## src/rtl/v_jk_bank_driver.sv

```systemverilog
// Sequencer for a bank of W JK flip-flops: converts LOAD/INC/DEC/TOGGLE commands into
// J/K excitation plus a single clock strobe, then reads the bank back and flags mismatches.
module v_jk_bank_driver #(
    parameter int W      = 4,
    parameter int SETTLE = 1
) (
    input  logic         clk,
    input  logic         clr,
    input  logic         cmd_valid,
    output logic         cmd_ready,
    input  logic [1:0]   cmd_op,
    input  logic [W-1:0] cmd_data,
    output logic [W-1:0] jk_j,
    output logic [W-1:0] jk_k,
    output logic         jk_clk,
    input  logic [W-1:0] q_in,
    output logic         done,
    output logic         err,
    output logic [W-1:0] q_obs
);

    localparam logic [2:0] S_IDLE   = 3'd0;
    localparam logic [2:0] S_SAMPLE = 3'd1;
    localparam logic [2:0] S_SETUP  = 3'd2;
    localparam logic [2:0] S_STROBE = 3'd3;
    localparam logic [2:0] S_HOLD   = 3'd4;
    localparam logic [2:0] S_WAIT   = 3'd5;
    localparam logic [2:0] S_CHECK  = 3'd6;

    localparam logic [1:0] OP_LOAD   = 2'b00;
    localparam logic [1:0] OP_INC    = 2'b01;
    localparam logic [1:0] OP_DEC    = 2'b10;
    localparam logic [1:0] OP_TOGGLE = 2'b11;

    localparam logic [3:0] SETTLE_LD = 4'((SETTLE > 0) ? (SETTLE - 1) : 0);

    logic [2:0]   state;
    logic [1:0]   op_r;
    logic [W-1:0] data_r;
    logic [W-1:0] tgt_r;
    logic [3:0]   wait_cnt;
    logic [W-1:0] tgt_next;
    logic [W-1:0] j_next;
    logic [W-1:0] k_next;

    assign cmd_ready = (state == S_IDLE) && !clr;

    // Target is derived from the live readback while in SAMPLE, wrapping modulo 2^W.
    always_comb begin
        tgt_next = data_r;
        case (op_r)
            OP_LOAD:   tgt_next = data_r;
            OP_INC:    tgt_next = q_in + W'(1);
            OP_DEC:    tgt_next = q_in - W'(1);
            OP_TOGGLE: tgt_next = q_in ^ data_r;
            default:   tgt_next = data_r;
        endcase
    end

    // Excitation table with don't-cares resolved to hold; TOGGLE drives J=K=mask directly.
    always_comb begin
        j_next = tgt_next & ~q_in;
        k_next = q_in & ~tgt_next;
        if (op_r == OP_TOGGLE) begin
            j_next = data_r;
            k_next = data_r;
        end
    end

    always_ff @(posedge clk or posedge clr) begin
        if (clr) begin
            state    <= S_IDLE;
            op_r     <= OP_LOAD;
            data_r   <= '0;
            tgt_r    <= '0;
            wait_cnt <= '0;
            jk_j     <= '0;
            jk_k     <= '0;
            jk_clk   <= 1'b0;
            done     <= 1'b0;
            err      <= 1'b0;
            q_obs    <= '0;
        end else begin
            done <= 1'b0;
            case (state)
                S_IDLE: begin
                    if (cmd_valid) begin
                        op_r   <= cmd_op;
                        data_r <= cmd_data;
                        err    <= 1'b0;
                        state  <= S_SAMPLE;
                    end
                end
                S_SAMPLE: begin
                    tgt_r <= tgt_next;
                    jk_j  <= j_next;
                    jk_k  <= k_next;
                    state <= S_SETUP;
                end
                S_SETUP: begin
                    jk_clk <= 1'b1;
                    state  <= S_STROBE;
                end
                S_STROBE: begin
                    jk_clk <= 1'b0;
                    state  <= S_HOLD;
                end
                S_HOLD: begin
                    if (SETTLE == 0) begin
                        state <= S_CHECK;
                    end else begin
                        wait_cnt <= SETTLE_LD;
                        state    <= S_WAIT;
                    end
                end
                S_WAIT: begin
                    if (wait_cnt == 4'd0) state <= S_CHECK;
                    else                  wait_cnt <= wait_cnt - 4'd1;
                end
                S_CHECK: begin
                    q_obs <= q_in;
                    err   <= (q_in != tgt_r);
                    done  <= 1'b1;
                    jk_j  <= '0;
                    jk_k  <= '0;
                    state <= S_IDLE;
                end
                default: state <= S_IDLE;
            endcase
        end
    end

endmodule

```

## config.mk

```make
export PLATFORM = sky130hd
export DESIGN_NAME = v_jk_bank_driver
export DESIGN_NICKNAME = d
export VERILOG_FILES = /design/src/rtl/v_jk_bank_driver.sv
export SDC_FILE = /design/constraint.sdc
export NUM_CORES = 1
export LEC_CHECK = 0
export BUFFER_PORTS_ARGS = -buffer_cell sky130_fd_sc_hd__buf_2
export CAP_MARGIN = 40
export CELL_PAD_IN_SITES_DETAIL_PLACEMENT = 1
export CELL_PAD_IN_SITES_GLOBAL_PLACEMENT = 1
export CORE_ASPECT_RATIO = 1.25
export CORE_MARGIN = 10
export CORE_UTILIZATION = 42
export CTS_CLUSTER_DIAMETER = 60
export DETAILED_ROUTE_END_ITERATION = 16
export PLACE_DENSITY_LB_ADDON = 0.1
export SLEW_MARGIN = 20
export SYNTH_ARGS = -nofsm -noshare
export SYNTH_HDL_FRONTEND = slang
export SYNTH_SLANG_ARGS = --single-unit
```

## constraint.sdc

```tcl
create_clock -name clk -period 3.5 [get_ports clk]
set_input_delay 0.175 -clock clk [delete_from_list [all_inputs] [get_ports clk]]
set_output_delay 0.175 -clock clk [all_outputs]
set_load 0.01 [all_outputs]
```

==> summary.md, run 1 <==
| Metric | Value |
|---|---|
| Startpoint Class | flip-flop |
| Syn_area_per_cell | 9.433 µm² |
| Vias | 1496 |
| Final TNS setup | 0 ns |
| Rows | 26 |
| CTS tree | done |
| Fin cells | 278 |
| Number of routed nets with antenna violations | 0 |
| Post-CTS sizing | 0 |
| Share of the synthesized area in the top cell type | 0.4399 |
| Crit end category | flip-flop |
| Die width | 78.89 µm |
| Max Transition Viols Final | 0 |
| Worst-Margin Slew | 0.6416 ns |
| Largest area contributor in the netlist | dfrtp_1 |
| Yosys warnings | 0 |
| CP bufs+invs | 1 |
| Final Cycle Share | 0.5873 |
| Leakage power | 0.9770 nW |
| Slew HR | 0.5723 |
| Largest stage delay on the critical path | 0.53 ns |
| CTS max path bufs | 2 |
| Slowest cell on crit path | ha_1 |
| Total Nets Final | about 240 |
| Synth async-reset ratio | 1.000 |
| Clock-pin slew on the worst setup and hold paths | roughly 0.070 ns |
| Max IR drop VDD | approximately 0.00042 V |
| Yosys cell types | 44 |
| Gr usage total | 0.1370 |
| Hold Fails Final Rpt | 0 |
| Pin count of the biggest net entering global routing | 20 |
| First-pass GRT wire length | 8.128 mm |
| H-tree levels | 2 |
| Core area | a little over 4000 µm² |
| Final worst path period need | 2.056 ns |
| Top Ports | 29 |
| Yosys reg bits | 32 |
| RSZ-0062 raised after global routing | false |
| Count leader, synth | dfrtp_1 |
| Inst Count DP | 269 |
| Area Growth Syn to Fin | 15.67% |
| Primary FF master, synth | dfrtp_1 |
| Final WL | 4.722 mm |
| Count of flip-flops with a built-in enable after synthesis | 0 |
| TritonCTS Sinks | 32 |
| CP top delay family | compound AO/OA/AOI/OAI gates |
| Top post-synthesis cells by count | 32 x dfrtp_1, 20 x a21oi_1, 19 x nand2_1 |
| Endpoints failing setup | 0 |
| Synthesized instance count | between 150 and 200 |
| Max Clk Rate | 486.5 MHz |
| Root buf cell | clkbuf_8 |
| Initial antenna violation count | 0 |
| RD Place Congestion | 0.7448 |
| Worst EP required | between 3 and 4 ns |
| N_diodes | 0 |
| Drc violations | 0 |
| Hold Crit Class | input pin to flip-flop |
| Final instance area | 2106 µm² |
| Global route overflow | 0 |
| Ratio of cells with drive above 1 in the final layout | 0.2342 |
| CP Max Fanout | 17 |
| DP Area | 1988 µm² |
| Port Buffer Count | 28 |
| Mapped Nets | 213 |
| Worst EP arrival | 2.22 ns |
| Layout Utilization | 0.5097 |
| Top post-synthesis cells by area | dfrtp_1 44%, a21oi_1 5.5%, ha_1 4.8% |
| Vias in the first global route | 1667 |
| WL/cell | 16.99 µm |
| WS Path Type | flip-flop to flip-flop |
| 1st-iter DRT viols | 67 |
| Power density over the cells | slightly above 900 nW/µm² |
| Final Skew | 0.007518 ns |
| Post-DP HPWL | 3.685 mm |
| Worst skew pair latency | 0.29 ns |
| Via/cell ratio | 5.381 |
| Die ar. | about 7400 µm² |
| Max-capacitance violation count | 0 |
| Cts bufs inserted | 5 |
| First drt pass iteration count | 4 |
| Die H | 93.61 µm |
| Status | complete, no violations |
| Post-Syn Area | 1820 µm² |
| Initial Utilization | 0.4406 |
| Sequential area share after synthesis | 0.4399 |
| CP Cell Sequence | inv_1 -> ha_1 -> or3b_1 -> o21ai_0 -> a22oi_1 -> a21boi_0 -> o32ai_1 |
==> worst paths after layout <==
path	startpoint	to	slack (ns)	cells past startpoint
max	op_r[0]$_DFFE_PP0P_	jk_j[3]$_DFFE_PP0P_	1.44	7
min	cmd_data[3]	data_r[3]$_DFFE_PP0P_	0.09	3
max reg2reg	op_r[0]$_DFFE_PP0P_	jk_j[3]$_DFFE_PP0P_	1.44	7
min reg2reg	jk_clk$_DFFE_PP0P_	jk_clk$_DFFE_PP0P_	0.48	2
max in group asynchronous	clr	wait_cnt[3]$_DFFE_PP0P_	2.31	4
min in group asynchronous	clr	q_obs[2]$_DFFE_PP0P_	0.52	3
==> tightest hold or removal path, stage by stage <==
cell and delay [ns]:
buf_2 0.07, nand2_1 0.03, o21ai_0 0.06
==> flip-flops by register name, indices dropped and copies added, names as in the netlist <==
| name | flops |
|---|---|
| err | 1 |
| wait_cnt | 4 |
| tgt_r | 4 |
| jk_j | 4 |
| data_r | 4 |
| op_r | 2 |
| done | 1 |
| q_obs | 4 |
| jk_k | 4 |
| jk_clk | 1 |
| state | 3 |
==> cell usage in the layout (no fill, tap or decap), types with 3 or more instances in the layout <==
master	count
nor2_1	13
a21o_1	4
o31ai_1	3
clkbuf_8	5
o21ai_0	13
o32ai_1	3
inv_1	11
nand3_1	4
buf_2	28
nand2_1	19
ha_1	7
nor4_1	3
xor2_1	7
nand2b_1	6
a21oi_1	20
mux2_2	6
dfrtp_1	32
==> cell families after synthesis <==
logic type / share of synthesized area
buf+inv: 0.05429
flops: 0.4399
xor+xnor: 0.04330
mux: 0.04261
compound gates: 0.1959
fa+ha+maj: 0.04811
simple gates: 0.1759
==> where the power goes <==
group / switching, W / internal (W) / total (W)
clock network: 0.000142 / 0.000211 / 0.000353
logic: 0.000508 / 0.000385 / 0.000893
registers: 0.000149 / 0.000522 / 0.000671
total: 0.000798 / 0.00112 / 0.00192
==> final cells by class <==
class | count | area, µm²
Clock buffer | 6 | 72.57
Inverter | 11 | 41.29
Tap cell | 56 | 70.07
Timing Repair Buffer | 31 | 165.2
Sequential cell | 32 | 800.8
Multi-Input combinational cell | 140 | 920.9
Fill cell | 501 | 2026
Clock inverter | 2 | 35.03
==> repair_timing <==
item | in CTS | in global routing
setup buffers | 0 | 0
hold endpoints to repair | 15 | 0
hold buffers | 1 | 0
==> stage by stage <==
step | total power [W] | setup WS, ns | hold slack [ns]
6_report | 0.001917 | 1.444 | 0.08868
4_1_cts | 0.001947 | 1.430 | 0.08932
5_1_grt | 0.002094 | 1.229 | 0.1168
3_5_place_dp | 0.001587 | 1.451 | 0.2903
3_3_place_gp | 0.001532 | 1.676 | 0.2760
2_1_floorplan | 0.001307 | 1.775 | 0.2912
==> per-layer routing <==
layer  GRT usage  part of all wire  up-vias
met1      0.1399              0.38      742
met2      0.2617              0.57       23
li1            -                 -      725
met4     0.04790             0.013        0
met5           0                 0        -
met3     0.03352             0.039        6
No activity file was read; power rests on OpenSTA's default activity.
==> run 2, diff against run 1 <==
Settings changed: ABC_AREA set to 1, CORE_UTILIZATION 42 to 41.
Clock period 3.5 ns to 2 ns, I/O delays scaled along.
==> run 2 against run 1 <==
Against the previous run: non-clock buffer count increased by 1; sequential power increased by 79%; first-iteration DRC count grew 15%; clock-buffer cell count unchanged; total power rose by 80%; clock skew decreased by 0.0027 ns.
==> summary.md, run 2 <==
| Metric | Value |
|---|---|
| Status | complete, no violations |
| Switching share of total power | 0.4534 (+0.03691) |
| Global route overflow | 0 (unchanged) |
| Share of the synthesized area in the top cell type | 0.4498 (+0.009891) |
| Die ar. | 7395 µm² (+0.14%) |
| CP top delay family | compound AO/OA/AOI/OAI gates |
| Synth async-reset ratio | 1.000 (unchanged) |
| Syn_area_per_cell | 8.359 µm² (-11%) |
| Die width | 78.94 µm (about the same) |
| RSZ-0062 raised after global routing | false |
| Ratio of cells with drive above 1 in the final layout | 0.2702 (+0.03593) |
| First-pass GRT wire length | 7.776 mm (-4.3%) |
| WS Path Type | flip-flop to flip-flop |
| TritonCTS Sinks | 32 (unchanged) |
| Most common cell after layout, fill and taps aside | nand2_1 |
| Leakage power | 1.067 nW (+9.2%) |
| Total Nets Final | 268 (+11%) |
| CP Cell Sequence | inv_2 -> ha_4 -> nand2_1 -> inv_2 -> nor2_4 -> ha_1 -> nand2_1 -> a21oi_1 -> a21oi_2 -> o21ai_0 -> inv_1 -> o21ai_1 |
| Post-Syn Area | 1780 µm² (-2.2%) |
| Highest-count cells in the layout ignoring fill and taps | 57 x nand2_1, 32 x dfrtp_1, 28 x buf_2, 17 x inv_1, 16 x o21ai_0 |
| Mapped Nets | 233 (+9.4%) |
| Gr usage total | 0.1314 (-0.005639) |
| Port Buffer Count | 28 (unchanged) |
| CTS tree | done |
| Worst EP required | 2.21 ns (-1.45 ns) |
| Drc violations | 0 (unchanged) |
| Layout Utilization | 0.5045 (-0.005148) |
| Initial Utilization | 0.4310 (-0.009691) |
| Pin count of the biggest net entering global routing | 33 (+65%) |
| Initial antenna violation count | 0 (unchanged) |
| Top post-synthesis cells by area | dfrtp_1 45%, nand2_1 12%, ha_1 4.9% |
| Post-DP HPWL | 3.433 mm (-6.8%) |
| 1st-iter DRT viols | 77 (+15%) |
| N_diodes | 0 (unchanged) |
| Yosys warnings | 0 (unchanged) |
| Worst-Margin Slew | 0.4354 ns (-0.2061 ns) |
| Slew HR | 0.7066 (+0.1344) |
| Final Skew | 0.004840 ns (-0.002678 ns) |
| Cell-internal power | 0.001881 W (+68%) |
| Endpoints failing setup | 0 (unchanged) |
| Root buf cell | clkbuf_8 |
| Inst Count DP | 296 (+10%) |
| Slowest cell on crit path | dfrtp_1 |
| Clock share of power | 0.137 (-0.047) |
| Power density over the cells | 1651 nW/µm² (+81%) |
| Top Ports | 29 (unchanged) |
| Hold Crit Class | input pin to flip-flop |
| Count leader, synth | nand2_1 |
| DP Area | 1974 µm² (-0.69%) |
| Max Clk Rate | 559.0 MHz (+15%) |
| Sequential area share after synthesis | 0.4498 (+0.009891) |
| Rows | 26 (unchanged) |
| Core area | 4131 µm² (unchanged) |
| Via/cell ratio | 4.957 (-7.9%) |
| Vias | 1507 (+0.74%) |
| Max-capacitance violation count | 0 (unchanged) |
| Gate power share | 0.515 (+0.049) |
| CTS max path bufs | 2 (unchanged) |
| RD Place Congestion | 0.8246 (+11%) |
| Yosys reg bits | 32 (unchanged) |
| Worst skew pair latency | 0.29 ns (about the same) |
| Clock-pin slew on the worst setup and hold paths | 0.07 ns (about the same) |
| Vias in the first global route | 1609 (-3.5%) |
| Largest stage delay on the critical path | 0.39 ns (-0.14 ns) |
| Startpoint Class | flip-flop |
| Synthesized instance count | 213 (+10%) |
| First drt pass iteration count | 4 (unchanged) |
| Number of routed nets with antenna violations | 0 (unchanged) |
| Worst EP arrival | 2.00 ns (-0.22 ns) |
| Final TNS setup | 0 ns (unchanged) |
| Switch Pwr | 0.001560 W (+95%) |
| Crit end category | flip-flop |
| Final worst path period need | 1.789 ns (-0.2668 ns) |
| Cts bufs inserted | 5 (unchanged) |
| Die H | 93.68 µm (about the same) |
| Primary FF master, synth | dfrtp_1 |
| Count of flip-flops with a built-in enable after synthesis | 0 (unchanged) |
| Largest area contributor in the netlist | dfrtp_1 |
| Max Transition Viols Final | 0 (unchanged) |
| Area Growth Syn to Fin | 17.08% |
| Fin cells | 304 (+9.4%) |
| # fillers | 539 (+7.6%) |
| Final instance area | 2085 µm² (-1.0%) |
| Hold Fails Final Rpt | 0 (unchanged) |
| Max IR drop VDD | 0.0007866 V (+86%) |
| R2R setup slack | 0.21 ns (-1.23 ns) |
| Final Cycle Share | 0.8944 (+0.3071) |
| H-tree levels | 2 (unchanged) |
| Final WL | 4.407 mm (-6.7%) |
| Top post-synthesis cells by count | 57 x nand2_1, 32 x dfrtp_1, 18 x inv_1 |
| CP Max Fanout | 5 (-12) |
| CP bufs+invs | 3 (+2) |
| Sequential share of power | 0.348 (-0.002) |
| Yosys cell types | 32 (-27%) |
| WL/cell | 14.50 µm (-15%) |
-- run 2: through the flow --
step / hold WS, ns / setup slack (ns) / power, W
after floorplan: 0.2162 / 0.2514 / 0.002442
after global placement: 0.2223 / 0.1039 / 0.002915
after detailed placement: 0.2268 / 0.06531 / 0.002965
after CTS: 0.03603 / 0.04404 / 0.003465
after global routing: 0.03780 / 0.04038 / 0.003817
final: 0.04055 / 0.2112 / 0.003441
-- run 2: metal layers --
| metal | part of all wire | track usage | vias up | wire length, µm |
|---|---|---|---|---|
| met4 | 0.022 | 0.05240 | 0 | 95 |
| met5 | 0 | 0 | - | 0 |
| met1 | 0.42 | 0.1436 | 719 | 1842 |
| met2 | 0.52 | 0.2315 | 23 | 2298 |
| met3 | 0.039 | 0.03927 | 8 | 170 |
| li1 | - | - | 757 | - |
-- run 2: final timing paths --
kind,start,endpoint,cells past startpoint
max,op_r[0]$_DFFE_PP0P_,jk_j[1]$_DFFE_PP0P_,12
min in group asynchronous,clr,wait_cnt[0]$_DFFE_PP0P_,4
max reg2reg,op_r[0]$_DFFE_PP0P_,jk_j[1]$_DFFE_PP0P_,12
max in group asynchronous,clr,jk_j[3]$_DFFE_PP0P_,4
min,cmd_data[3],data_r[3]$_DFFE_PP0P_,2
min reg2reg,jk_k[2]$_DFFE_PP0P_,jk_k[2]$_DFFE_PP0P_,2
-- run 2: cell families after synthesis --
| family | count (synthesis) | share of synthesized area |
|---|---|---|
| compound gates | 42 | 0.1258 |
| fa+ha+maj | 7 | 0.04919 |
| mux | 3 | 0.01897 |
| buf+inv | 30 | 0.07940 |
| simple gates | 93 | 0.2474 |
| xor+xnor | 6 | 0.02952 |
| flops | 32 | 0.4498 |
-- run 2: area by class of cell --
cell class | count | area, µm² | share of cell area
sequential | 32 | 800.8 | 0.3842
timing repair buffer | 32 | 172.7 | 0.08283
multi-input combinational | 151 | 860.8 | 0.4130
inverter | 26 | 102.6 | 0.04922
tap | 56 | 70.07 | 0.03361
clock buffer | 6 | 72.57 | 0.03481
clock inverter | 1 | 5.005 | 0.002401
-- run 2: timing repair --
action                                  in CTS  in global routing
hold buffers                                 1                  0
hold endpoints to repair                    32                  0
endpoints found under the setup margin       0                  5
setup buffers                                0                  0
resized for setup                            0                  6
-- run 2: power by group through the flow --
stage | Clock, W | Combinational [W] | Sequential [W]
2_1_floorplan | 0 | 0.00122 | 0.00123
3_3_place_gp | 0 | 0.00172 | 0.00120
3_5_place_dp | 0 | 0.00176 | 0.00120
4_1_cts | 0.000487 | 0.00178 | 0.00119
5_1_grt | 0.000528 | 0.00204 | 0.00125
6_report | 0.000471 | 0.00177 | 0.00120
==> run 3, diff against run 2 <==
Settings changed: ABC_AREA 1 to 0, ABC_CLOCK_PERIOD_IN_PS set to 2150, CORE_UTILIZATION 41 to 42.
Clock period 2 ns to 2.15 ns, I/O delays scaled along.
==> run 3 against run 2 <==
Against the previous run: first-iteration DRC count fell by 57%; highest routed layer unchanged; sequential cell count did not move; combinational power fell by 15%; worst setup slack improved by 0.10 ns; via count rose by 0.46%; sequential power fell by 11%; total power fell by 8.5%.
==> summary.md, run 3 (synthesis gave the netlist of run 1 again) <==
| Metric | Value |
|---|---|
| Layout Utilization | 0.5170 (+0.01242) |
| Hold Fails Final Rpt | 0 (unchanged) |
| Worst-Margin Slew | 0.4926 ns (+0.05718 ns) |
| CP top delay family | compound AO/OA/AOI/OAI gates |
| 1st-iter DRT viols | 33 (-57%) |
| Cts bufs inserted | 5 (unchanged) |
| Initial Utilization | 0.4406 (+0.009691) |
| CP Cell Sequence | inv_1 -> ha_1 -> xor2_1 -> ha_1 -> a21oi_1 -> xnor2_1 -> o221a_2 -> nand3_1 -> o31ai_1 |
| Port Buffer Count | 28 (unchanged) |
| Die width | 78.89 µm (about the same) |
| TritonCTS Sinks | 32 (unchanged) |
| Ratio of cells with drive above 1 in the final layout | 0.2478 (-0.02237) |
| Final worst path period need | 1.839 ns (+0.04981 ns) |
| Worst EP arrival | 2.01 ns (about the same) |
| Hold-fix buffers, CTS | 1 (unchanged) |
| Clock-pin slew on the worst setup and hold paths | 0.06 ns (about the same) |
| Vias in the first global route | 1741 (+8.2%) |
| First-pass GRT wire length | 8.121 mm (+4.4%) |
| Top Ports | 29 (unchanged) |
| Number of routed nets with antenna violations | 0 (unchanged) |
| Power density over the cells | 1474 nW/µm² (-11%) |
| Final WL | 4.643 mm (+5.4%) |
| Max-capacitance violation count | 0 (unchanged) |
| Via/cell ratio | 5.369 (+8.3%) |
| Met1 WL | 1.726 mm (-6.3%) |
| CTS tree | done |
| Endpoints failing setup | 0 (unchanged) |
| WS Path Type | flip-flop to flip-flop |
| Final instance area | 2136 µm² (+2.5%) |
| Worst skew pair latency | 0.29 ns (about the same) |
| Final Skew | 0.005317 ns (+0.0004771 ns) |
| DP Area | 2018 µm² (+2.2%) |
| Drc violations | 0 (unchanged) |
| Crit end category | flip-flop |
| Metal2 WL | 2.687 mm (+17%) |
| Area Growth Syn to Fin | 17.32% |
| Total Nets Final | 245 (-8.6%) |
| Die H | 93.61 µm (about the same) |
| RSZ-0062 raised after global routing | false |
| Initial antenna violation count | 0 (unchanged) |
| Post-CTS sizing | 0 (unchanged) |
| Max IR drop VDD | 0.0006242 V (-21%) |
| Max Clk Rate | 543.9 MHz (-2.7%) |
| Highest-count cells in the layout ignoring fill and taps | 32 x dfrtp_1, 28 x buf_2, 20 x a21oi_1, 19 x nand2_1 |
| H-tree levels | 2 (unchanged) |
| Leakage power | 0.9966 nW (-6.6%) |
| Max Transition Viols Final | 0 (unchanged) |
| N_diodes | 0 (unchanged) |
| Worst EP required | 2.32 ns (+0.11 ns) |
| Slew HR | 0.6709 (-0.03576) |
| Final Cycle Share | 0.8551 (-0.03923) |
| # fillers | 512 (-5.0%) |
| Global route overflow | 0 (unchanged) |
| Vias | 1514 (+0.46%) |
| Largest stage delay on the critical path | 0.35 ns (-0.04 ns) |
| Die ar. | 7384 µm² (-0.14%) |
| Most common cell after layout, fill and taps aside | dfrtp_1 |
| Routed wl met3 | 171 µm (+0.59%) |
| Root buf cell | clkbuf_8 |
| Core area | 4131 µm² (unchanged) |
| CP Max Fanout | 5 (unchanged) |
| Slowest cell on crit path | dfrtp_1 |
| Uppermost layer routed | met4 |
| First drt pass iteration count | 4 (unchanged) |
| Gr usage total | 0.1365 (+0.005092) |
| Cell mode on critical path | ha_1 |
| CTS max path bufs | 2 (unchanged) |
| CP bufs+invs | 1 (-2) |
| Post-CTS setup repair buffer count | 0 (unchanged) |
| Hold Crit Class | input pin to flip-flop |
| Final TNS setup | 0 ns (unchanged) |
| Pin count of the biggest net entering global routing | 33 (unchanged) |
| RD Place Congestion | 0.7424 (-10%) |
| Rows | 26 (unchanged) |
| Startpoint Class | flip-flop |
| Post-DP HPWL | 3.530 mm (+2.8%) |
| WL/cell | 16.46 µm (+14%) |
| Fin Hold WS | 0.02817 ns (-0.01238 ns) |
| Status | complete, no violations |
## run 3: cell count changes in the layout (fill, tap and decap cells not counted), moves of 4 or more
cell | before | now
a21o_1 | 0 | 4
a21oi_1 | 9 | 20
inv_1 | 17 | 11
inv_2 | 7 | 0
nand2_1 | 57 | 19
nand2b_1 | 0 | 6
nand3_1 | 9 | 4
o21ai_1 | 9 | 0
xor2_1 | 3 | 7
## run 3: layout make-up
type / count / area, µm² / share of cell area
Sequential cell: 32 / 800.8 / 0.3749
Clock inverter: 2 / 35.03 / 0.01640
Timing Repair Buffer: 35 / 195.2 / 0.09139
Tap cell: 56 / 70.07 / 0.03281
Inverter: 11 / 41.29 / 0.01933
Multi-Input combinational cell: 140 / 920.9 / 0.4312
Clock buffer: 6 / 72.57 / 0.03398
## run 3: worst min-delay path, cell delays in order
cell and delay [ns]:
buf_2 0.07, nand2_1 0.03, o21ai_0 0.06
## run 3: report_power, final
part	leakage, nW	switching, W	internal, W
registers	0.403	0.000223	0.000850
clock network	0.0552	0.000220	0.000344
logic	0.538	0.000845	0.000667
total	0.997	0.00129	0.00186
## run 3: through the flow
step | cells | power, W | worst slack (ns)
3_5_place_dp | 273 | 0.002617 | 0.3027
3_3_place_gp | 273 | 0.002534 | 0.3609
5_1_grt | 282 | 0.003446 | 0.1509
4_1_cts | 282 | 0.003209 | 0.2940
6_report | 282 | 0.003148 | 0.3114
2_1_floorplan | 193 | 0.002128 | 0.4245
## run 3: final timing paths
| kind | cells past startpoint | to | from | slack [ns] |
|---|---|---|---|---|
| max in group asynchronous | 4 | jk_j[3]$_DFFE_PP0P_ | clr | 1.36 |
| min in group asynchronous | 4 | done$_DFF_PP0_ | clr | 0.50 |
| hold reg to reg | 2 | jk_clk$_DFFE_PP0P_ | jk_clk$_DFFE_PP0P_ | 0.47 |
| setup reg to reg | 9 | jk_k[2]$_DFFE_PP0P_ | op_r[0]$_DFFE_PP0P_ | 0.31 |
| setup / recovery | 9 | jk_k[2]$_DFFE_PP0P_ | op_r[0]$_DFFE_PP0P_ | 0.31 |
| hold / removal | 3 | data_r[3]$_DFFE_PP0P_ | cmd_data[3] | 0.03 |
## run 3: metal layers
| metal | track usage | up-vias |
|---|---|---|
| met3 | 0.03831 | 7 |
| met2 | 0.2651 | 19 |
| li1 | - | 733 |
| met4 | 0.04341 | 0 |
| met5 | 0 | - |
| met1 | 0.1344 | 755 |
